--- src/rtl/cntr8_ns_ctrl_pkg.sv ---
// Shared definitions for the cntr8 next-state controller: state codes and
// a legality helper for the 3-bit state register.
package cntr8_ns_ctrl_pkg;

  // Six legal state codes. The output logic decodes these into d_out.
  // Codes 3'b110 and 3'b111 are illegal and force a return to IDLE.
  typedef enum logic [2:0] {
    ST_IDLE = 3'b000,
    ST_LOAD = 3'b001,
    ST_INC  = 3'b010,
    ST_INC2 = 3'b011,
    ST_DEC  = 3'b100,
    ST_DEC2 = 3'b101
  } state_t;

  localparam int STATE_W = 3;

  // A raw register value is legal only when it is one of the six codes above.
  function automatic logic is_legal(input logic [STATE_W-1:0] code);
    return (code != 3'b110) && (code != 3'b111);
  endfunction

endpackage

--- src/rtl/cntr8_ns_ctrl_state_reg.sv ---
// 3-bit state register for the cntr8 controller. Holds a raw code so that an
// illegal value, should one appear, stays visible to the next-state logic.
module cntr8_ns_ctrl_state_reg
  import cntr8_ns_ctrl_pkg::*;
(
  input  logic               clk,
  input  logic               reset,
  input  logic [STATE_W-1:0] next_state,
  output logic [STATE_W-1:0] state
);

  logic [STATE_W-1:0] state_q;

  // Capture the next state every cycle; synchronous reset returns to IDLE.
  always_ff @(posedge clk) begin
    if (reset) begin
      state_q <= ST_IDLE;
    end else begin
      state_q <= next_state;
    end
  end

  assign state = state_q;

endmodule

--- src/rtl/cntr8_ns_ctrl.sv ---
// Next-state logic, step prescaler and state register for the 8-bit
// up/down/load counter. Count steps alternate INC/INC2 (or DEC/DEC2) so that
// every step is a visible state change for the output logic.
module cntr8_ns_ctrl
  import cntr8_ns_ctrl_pkg::*;
#(
  parameter int STEP_DIV = 1,
  parameter int DIV_W    = 8
) (
  input  logic               clk,
  input  logic               reset,
  input  logic               i_clear,
  input  logic               i_load,
  input  logic               i_inc,
  input  logic               i_dec,
  output logic [STATE_W-1:0] o_state,
  output logic               o_step,
  output logic               o_dir
);

  // Prescaler value at which a held inc/dec produces a step.
  localparam logic [DIV_W-1:0] PRESC_LAST = DIV_W'(STEP_DIV - 1);

  logic [STATE_W-1:0] cur_state;
  logic [STATE_W-1:0] next_state;
  logic [DIV_W-1:0]   presc_q;
  logic [DIV_W-1:0]   presc_d;
  logic               step_q;
  logic               step_d;
  logic               dir_q;
  logic               dir_d;

  cntr8_ns_ctrl_state_reg u_state_reg (
    .clk        (clk),
    .reset      (reset),
    .next_state (next_state),
    .state      (cur_state)
  );

  // Prescaler, step pulse and direction are registered alongside the state so
  // o_step is high exactly in the cycle the state enters an INC*/DEC* code.
  always_ff @(posedge clk) begin
    if (reset) begin
      presc_q <= '0;
      step_q  <= 1'b0;
      dir_q   <= 1'b0;
    end else begin
      presc_q <= presc_d;
      step_q  <= step_d;
      dir_q   <= dir_d;
    end
  end

  // Command priority: illegal state > clear > load > inc&dec > inc > dec > none.
  // Any command other than a lone inc/dec restarts the prescaler; a step toggles
  // between the pair, and a direction change always lands on the first code.
  always_comb begin
    next_state = cur_state;
    presc_d    = '0;
    step_d     = 1'b0;
    dir_d      = dir_q;
    if (!is_legal(cur_state)) begin
      next_state = ST_IDLE;
    end else if (i_clear) begin
      next_state = ST_IDLE;
    end else if (i_load) begin
      next_state = ST_LOAD;
    end else if (i_inc && i_dec) begin
      next_state = cur_state;
    end else if (i_inc || i_dec) begin
      if (presc_q == PRESC_LAST) begin
        step_d = 1'b1;
        dir_d  = i_inc;
        if (i_inc) begin
          next_state = (cur_state == ST_INC) ? ST_INC2 : ST_INC;
        end else begin
          next_state = (cur_state == ST_DEC) ? ST_DEC2 : ST_DEC;
        end
      end else begin
        presc_d = presc_q + 1'b1;
      end
    end
  end

  // Outputs are straight copies of registered values, so they are glitch-free.
  always_comb begin
    o_state = cur_state;
    o_step  = step_q;
    o_dir   = dir_q;
  end

endmodule
--- config.mk ---
export PLATFORM = sky130hd
export DESIGN_NAME = cntr8_ns_ctrl
export DESIGN_NICKNAME = d
export VERILOG_FILES = /design/src/rtl/cntr8_ns_ctrl_pkg.sv /design/src/rtl/cntr8_ns_ctrl_state_reg.sv /design/src/rtl/cntr8_ns_ctrl.sv
export SDC_FILE = /design/constraint.sdc
export NUM_CORES = 1
export LEC_CHECK = 0
export CAP_MARGIN = 20
export CORE_UTILIZATION = 35
export DETAILED_ROUTE_END_ITERATION = 6
export GPL_TIMING_DRIVEN = 0
export PLACE_DENSITY_LB_ADDON = 0.15
export RECOVER_POWER = 100
export SLEW_MARGIN = 20
export SYNTH_ARGS = -nofsm -noshare
export SYNTH_HDL_FRONTEND = slang
export SYNTH_SLANG_ARGS = --single-unit
--- constraint.sdc ---
create_clock -name clk -period 3.35 [get_ports clk]
set_input_delay 0.67 -clock clk [delete_from_list [all_inputs] [get_ports clk]]
set_output_delay 0.67 -clock clk [all_outputs]
set_load 0.005 [all_outputs]
==> summary.txt, run 1 <==
Fmax = 0.465 GHz
P&R area growth vs syn = 23.6%
Synth Instances = 66
Outcome = complete, no violations
FF+latch area = 260 um2
Critical path type = in2reg
Hold Violations, Final = 0
Post-CTS sizing = 0
WL final = 1.20 mm
Post-Syn Area = 621 um2
Hold Path Class = reg2reg
Max_cap viols = 0
Clock Path Buffers = 2
Post-CTS Setup Repair Bufs = 0
GRT overflow = 0
Syn_area_per_cell = 9.40 um2
H-tree lvl count = 1
Main flop type after synthesis = dfxtp_1
Critical path endpoint category = register
Synth area leader = dfxtp_1
Diodes inserted = 0
Routed wire per std cell = 12.5 um
Syn Nets = 76
Post-synth ARST share = 0
Cell Pwr Density = 368 nW/um2
Total clock sinks = 13
Post-DP HPWL = 898 um
Routed vias/inst = 5.26
Worst skew pair latency = 0.28 ns
Largest net degree at the start of global routing = 8
Iteration-0 DRC Markers = 11
Period Utilization, post-route = 0.642
Post-synthesis register bit count = 13
Register area share after synthesis = 0.419
Slew Limit Fails = 0
Fillcell total = 151
Share of layout cells above drive strength 1 = 0.0625
Post-layout util = 0.487
Die area = 1950 um2
Rel. slew slack = 0.670
Rows = 14
Gr usage total = 0.148
Die width = 44.1 um
CORE AREA = 1580 um2
Lkg Pwr = 0.000330 uW
Num CTS Buffers = 3
Worst Path Max Fanout = 6
Drt drc = 0
Initial antenna violation count = 0
# setup viols final = 0
Tmin final = 2.15 ns
Via count = 505
CTS tree = done
Syn. warnings = 0
Worst VDD drop = 0.224 mV
Footprint of the multi-input gates = 342 um2
Number of port buffers = 10
First-pass GRT wire length = 2.01 mm
Drt first pass iters = 4
Share of the synthesized area in the top cell type = 0.419
Vias in the first global route = 455
Clock Skew = 0.00649 ns
Actual slew at the worst max-slew pin = 0.494 ns
Critical Path RT = 3.53 ns
Post-route setup TNS = 0 ns
Die Ht = 44.1 um
Hold-fix buffers at CTS = 0
Clock Pin Slew Worst Setup and Hold Paths = 0.08 ns
Most common cell in the netlist = dfxtp_1
# nets final = 91
Fin cells = 96
Number of synthesized flops with an enable pin = 0
Root buffer cell = clkbuf_4
Critical Path Source Type = primary input
Routed Antenna Nets = 0
Starting Density = 0.394
GP Congestion = 0.735
Post-Place Cells = 92
IO Count = 11
Distinct cells, synth = 19
CP arrival = 2.33 ns
Top cells by count, synth = dfxtp_1, nor2_1, nand3_1
Area contributors post-synth = dfxtp_1, ha_1, xor2_1
Unrepaired setup endpoints after global routing = no
## cell families after synthesis
kind of cell	after synthesis	synth area share
AOI/OAI and AO/OA	5	0.0544
DFF	13	0.419
and+or+nand+nor	29	0.266
muxes	4	0.0645
xor gates and xnor gates	6	0.0847
adders and majority gates	4	0.0806
buffers and inverters	5	0.0302
## through the flow
stage / total power (uW) / hold slack [ns] / instance area [um2] / worst slack [ns]
global route: 297 / 0.529 / 767 / 1.12
detailed placement: 187 / 0.481 / 741 / 0.987
CTS: 287 / 0.501 / 767 / 1.28
floorplan: 173 / 0.449 / 621 / 1.76
global placement: 187 / 0.476 / 741 / 0.997
finish: 283 / 0.497 / 767 / 1.20
## placed cells by master, fill, tap and decap left out, drive strengths merged
| cell | synthesis | final |
|---|---|---|
| nand3 | 6 | 6 |
| nand2b | 1 | 1 |
| clkbuf | 0 | 4 |
| a21oi | 2 | 2 |
| dlygate4sd3 | 0 | 6 |
| a211oi | 2 | 2 |
| nand4 | 1 | 1 |
| a211o | 1 | 1 |
| xor2 | 5 | 5 |
| nor3b | 2 | 2 |
| or3b | 1 | 1 |
| nand2 | 1 | 1 |
| and3 | 4 | 4 |
| nor2 | 11 | 11 |
| dfxtp | 13 | 13 |
| inv | 5 | 5 |
| mux2i | 4 | 4 |
| ha | 4 | 4 |
| clkdlybuf4s50 | 0 | 4 |
| xnor2 | 1 | 1 |
| nor4 | 1 | 1 |
| nand3b | 1 | 1 |
## final timing paths
kind,from,slack [ns],endpoint,cells past startpoint
max,i_inc,1.20,u_state_reg.state[0],7
min,presc_q[0],0.50,presc_q[0],1
max reg2reg,presc_q[0],1.69,u_state_reg.state[0],6
min reg2reg,presc_q[0],0.50,presc_q[0],1
## worst max-delay path, cell delays in order
cell and delay [ns]:
dlygate4sd3_1 0.65, inv_1 0.09, ha_1 0.20, nor2_1 0.22, and3_1 0.23, mux2i_1 0.18, a21oi_1 0.08
## state kept, by name, indices dropped and copies added (netlist names)
name and flops:
u_state_reg.state 3, o_dir 1, o_step 1, presc_q 8
## layout make-up
class,instances,share of cell area
inverters,5,0.0245
clock buffers,4,0.0343
multi-input cells,48,0.445
flip-flops and latches,13,0.339
repair buffers,10,0.131
well taps,16,0.0261
## metal layers
metal | vias up | part of all wire | global-route usage
li1 | 257 | - | -
met1 | 231 | 0.49 | 0.179
met2 | 10 | 0.44 | 0.209
met3 | 7 | 0.027 | 0.0490
met4 | 0 | 0.046 | 0.127
met5 | - | 0 | 0
## report_power, final
group | total [uW] | internal [uW] | switching [uW]
clock network | 100 | 46.2 | 54.2
registers | 158 | 156 | 1.44
logic | 24.4 | 14.0 | 10.4
total | 283 | 217 | 66.0
No activity file was read; power rests on OpenSTA's default activity.
==> run 2, diff against run 1 <==
==> constraint.sdc (replaced) <==
create_clock -name clk -period 1.8 [get_ports clk]
set_input_delay 0.36 -clock clk [delete_from_list [all_inputs] [get_ports clk]]
set_output_delay 0.36 -clock clk [all_outputs]
set_load 0.005 [all_outputs]
==> summary.txt, run 2 (synthesis results as in run 1) <==
Final Power = 525 uW (+86%)
Drt drc = 0 (unchanged)
Actual slew at the worst max-slew pin = 0.491 ns (-0.00322 ns)
Worst VDD drop = 0.406 mV (+81%)
Worst Path Max Fanout = 6 (unchanged)
First-pass GRT wire length = 2.01 mm (unchanged)
Launch point of the worst reg-to-reg path = presc_q[0]
Hold Path Class = reg2reg
Max reg flops = 8 (unchanged)
Diodes inserted = 0 (unchanged)
Hold Violations, Final = 0 (unchanged)
Total clock sinks = 13 (unchanged)
# setup viols final = 0 (unchanged)
Iteration-0 DRC Markers = 11 (unchanged)
Die Ht = 44.1 um (unchanged)
H-tree lvl count = 1 (unchanged)
Clock Skew = 0.00128 ns (-0.00521 ns)
Final instance area = 769 um2 (+0.33%)
Initial antenna violation count = 0 (unchanged)
WL final = 1.19 mm (-0.59%)
Root buffer cell = clkbuf_4
Starting Density = 0.394 (unchanged)
Critical Path RT = 1.97 ns (-1.56 ns)
Post-Place Cells = 92 (unchanged)
Gr usage total = 0.148 (unchanged)
Largest net degree at the start of global routing = 8 (unchanged)
Hold Path Depth = 1 (unchanged)
Critical path endpoint category = register
Period Utilization, post-route = 0.945
Worst skew pair latency = 0.28 ns (about the same)
Die width = 44.1 um (unchanged)
Pre-CTS WS = -0.253 ns (-1.24 ns)
R2R cell count = 6 (unchanged)
Vias in the first global route = 455 (unchanged)
Worst setup path startpoint = i_inc
Routed vias/inst = 5.23 (-0.59%)
Number of port buffers = 10 (unchanged)
Setup ws final = 0.0983 ns (-1.10 ns)
Largest Register = presc_q
Rel. slew slack = 0.672 (+0.00215)
Die area = 1950 um2 (unchanged)
DP Area = 741 um2 (unchanged)
Most common library cell in the layout ignoring fill and taps = dfxtp_1
P&R area growth vs syn = 24.0%
# nets final = 91 (unchanged)
Max_cap viols = 0 (unchanged)
GP Congestion = 0.735 (unchanged)
Post-route setup TNS = 0 ns (unchanged)
Num CTS Buffers = 3 (unchanged)
Post-DP HPWL = 898 um (unchanged)
IO Count = 11 (unchanged)
Worst hold path startpoint = presc_q[0]
Lkg Pwr = 0.000330 uW (about the same)
Post-CTS Setup Repair Bufs = 0 (unchanged)
Clock Path Buffers = 2 (unchanged)
Fmax = 0.588 GHz
Critical path type = in2reg
Unrepaired setup endpoints after global routing = no
Commonest cells after routing, fill and taps aside = dfxtp_1, nor2_1, nand3_1
Tmin final = 1.70 ns
Slew Limit Fails = 0 (unchanged)
Drt first pass iters = 4 (unchanged)
Cell Pwr Density = 682 nW/um2 (+85%)
Clock Pin Slew Worst Setup and Hold Paths = 0.08 ns (about the same)
GRT overflow = 0 (unchanged)
Outcome = complete, no violations
Critical Path Source Type = primary input
Fin cells = 96 (unchanged)
CP arrival = 1.88 ns (-0.45 ns)
Routed Antenna Nets = 0 (unchanged)
Share of layout cells above drive strength 1 = 0.0750 (+0.0125)
CORE AREA = 1580 um2 (unchanged)
CTS tree = done
Rows = 14 (unchanged)
Routed wire per std cell = 12.4 um (-0.59%)
Via count = 502 (-0.59%)
==> run 2: through the flow <==
step / util / hold slack, ns
6_report: 0.488 / 0.497
5_1_grt: 0.488 / 0.529
4_1_cts: 0.487 / 0.501
3_5_place_dp: 0.470 / 0.481
3_3_place_gp: 0.470 / 0.476
2_1_floorplan: - / 0.432
==> run 2: what timing repair did <==
action | in CTS | in global routing
resized for setup | 0 | 1
hold endpoints to repair | 0 | 0
setup endpoints to repair | 0 | 1
hold buffers | 0 | 0
==> run 2: per-layer routing <==
metal  wire length (um)  GRT usage  up-vias
li1                   -          -      258
met1                567      0.179      227
met2                529      0.209       10
met3                 35     0.0490        7
met4                 57      0.127        0
met5                  0          0        -
==> run 2: worst paths after layout <==
path | endpoint | slack (ns)
worst max-delay path | u_state_reg.state[0] | 0.1
worst max register to register | u_state_reg.state[0] | 0.14
worst min register to register | presc_q[0] | 0.50
worst min-delay path | presc_q[0] | 0.50
==> run 2: power by group <==
group	switching (uW)	total (uW)	internal (uW)
clock	98.7	185	86.1
combinational	19.4	46.6	27.1
sequential	2.64	294	291
total	121	525	404
==> run 2: worst max-delay path, stage by stage <==
cell	delay, ns
clkdlybuf4s50_1	0.58
inv_1	0.09
ha_1	0.21
nor2_2	0.16
and3_1	0.21
mux2i_1	0.18
a21oi_1	0.08
==> run 2: final cells by class <==
class / instances / area [um2]
fillers: 150 / 807
multi-input cells: 48 / 344
flip-flops and latches: 13 / 260
repair buffers: 10 / 100
clock buffers: 4 / 26.3
well taps: 16 / 20.0
inverters: 5 / 18.8
==> run 3, diff against run 2 <==
==> constraint.sdc (replaced) <==
create_clock -name clk -period 1.6 [get_ports clk]
set_input_delay 0.32 -clock clk [delete_from_list [all_inputs] [get_ports clk]]
set_output_delay 0.32 -clock clk [all_outputs]
set_load 0.005 [all_outputs]
==> summary.txt, run 3 (synthesis results as in run 1) <==
Gr busiest metal = met2
Max reg flops = 8 (unchanged)
Routed wire per std cell = 12.6 um (+1.6%)
Fin cells = 96 (unchanged)
CP arrival = 1.69 ns (-0.19 ns)
Post-Place Cells = 92 (unchanged)
Critical Path Source Type = primary input
Slowest cell on the critical path = clkdlybuf4s50_1
Die width = 44.1 um (unchanged)
# setup viols final = 0 (unchanged)
Worst VDD drop = 0.461 mV (+14%)
Clock Skew = 0.00222 ns (+0.000946 ns)
Critical path endpoint category = register
Max_cap viols = 0 (unchanged)
Number of port buffers = 10 (unchanged)
Family with the most delay on the worst path = buffers and inverters
First-pass GRT wire length = 2.01 mm (+0.35%)
CORE AREA = 1580 um2 (unchanged)
Fin Hold WS = 0.463 ns (-0.0343 ns)
GP Congestion = 0.735 (unchanged)
Iteration-0 DRC Markers = 7 (-4)
Hold Path Class = reg2reg
Post-DP HPWL = 898 um (unchanged)
Slowest cell delay on critical path = 0.48 ns (-0.10 ns)
Worst skew pair latency = 0.28 ns (about the same)
Met3 usage = 0.0490 (unchanged)
Clock Pin Slew Worst Setup and Hold Paths = 0.08 ns (about the same)
Unrepaired setup endpoints after global routing = no
Footprint of the multi-input gates = 357 um2 (+3.6%)
Root buffer cell = clkbuf_4
Worst Path Max Fanout = 4 (-2)
Rows = 14 (unchanged)
# nets final = 91 (unchanged)
H-tree lvl count = 1 (unchanged)
P&R area growth vs syn = 26.4%
Fillcell total = 150 (unchanged)
Fmax = 0.659 GHz
Critical Path RT = 1.78 ns (-0.19 ns)
Drt drc = 0 (unchanged)
Slew Limit Fails = 0 (unchanged)
Hold Violations, Final = 0 (unchanged)
Cell Pwr Density = 756 nW/um2 (+11%)
Drt first pass iters = 4 (unchanged)
Vias in the first global route = 456 (+0.22%)
Actual slew at the worst max-slew pin = 0.324 ns (-0.167 ns)
Post-route setup TNS = 0 ns (unchanged)
Period Utilization, post-route = 0.948
Hold-fix buffers at CTS = 0 (unchanged)
Worst path cell trace = clkdlybuf4s50_1 > inv_1 > ha_1 > nor2_2 > and3_1 > mux2i_1 > a21oi_1
FF+latch area = 264 um2 (+1.4%)
Gr usage total = 0.148 (unchanged)
WL final = 1.21 mm (+1.6%)
GRT overflow = 0 (unchanged)
Total clock sinks = 13 (unchanged)
Routing usage on met1 = 0.181 (+0.00252)
Initial antenna violation count = 0 (unchanged)
Bufs and invs on worst path = 2 (unchanged)
Commonest cells after routing, fill and taps aside = nor2_1, dfxtp_1, clkdlybuf4s50_1
Routed Antenna Nets = 0 (unchanged)
Routed vias/inst = 5.34 (+2.2%)
Diodes inserted = 0 (unchanged)
Starting Density = 0.394 (unchanged)
Via count = 513 (+2.2%)
Grt met2 use = 0.206 (-0.00294)
Post-CTS Setup Repair Bufs = 0 (unchanged)
Num CTS Buffers = 3 (unchanged)
Clock Path Buffers = 2 (unchanged)
Tmin final = 1.52 ns
Die area = 1950 um2 (unchanged)
IO Count = 11 (unchanged)
Critical path type = in2reg
Rel. slew slack = 0.782 (+0.110)
Largest Register = presc_q
CTS tree = done
Outcome = complete, no violations
Largest net degree at the start of global routing = 8 (unchanged)
Lkg Pwr = 0.000327 uW (-0.92%)
Die Ht = 44.1 um (unchanged)
Share of layout cells above drive strength 1 = 0.150 (+0.0750)
[run 3: per-stage QoR]
step | setup slack [ns] | power [uW] | utilization | area (um2)
floorplan | 0.204 | 363 | - | 621
global placement | -0.403 | 391 | 0.470 | 741
detailed placement | -0.413 | 391 | 0.470 | 741
CTS | 0.0370 | 601 | 0.495 | 781
global route | 0.0197 | 622 | 0.498 | 785
finish | 0.0837 | 593 | 0.498 | 785
[run 3: power breakdown]
part           total, uW  internal (uW)  switching, uW
sequential           331            327           3.10
clock                209           96.9            112
combinational       53.4           30.6           22.9
[run 3: final timing paths]
path | from | to | slack [ns] | depth (start not counted)
worst max-delay path | i_dec | u_state_reg.state[0] | 0.08 | 7
worst min register to register | presc_q[0] | presc_q[0] | 0.46 | 1
worst max register to register | presc_q[1] | u_state_reg.state[0] | 0.11 | 6
worst min-delay path | presc_q[0] | presc_q[0] | 0.46 | 1
[run 3: repair_timing]
item                                    in CTS  in global routing
endpoints found under the setup margin       3                  3
resized for setup                            5                  3
endpoints found under the hold margin        0                  0
[run 3: worst register-to-register path, cell delays in order, from the launching register on]
cell and delay [ns]:
dfxtp_1 0.35, inv_1 0.07, ha_1 0.14, nor3b_2 0.29
and3_1 0.26, mux2i_1 0.19, a21oi_1 0.08
[run 3: area by class of cell]
type                       count  area share
multi-input combinational     48       0.455
tap                           16      0.0255
clock buffer                   4      0.0335
inverter                       5      0.0239
timing repair buffer          10       0.126
sequential                    13       0.337
[run 3: routing by layer]
layer	wire length, um	vias to the layer above	part of all wire
li1	-	259	-
met1	558	234	0.46
met2	538	13	0.45
met3	51	7	0.042
met4	58	0	0.048
met5	0	-	0
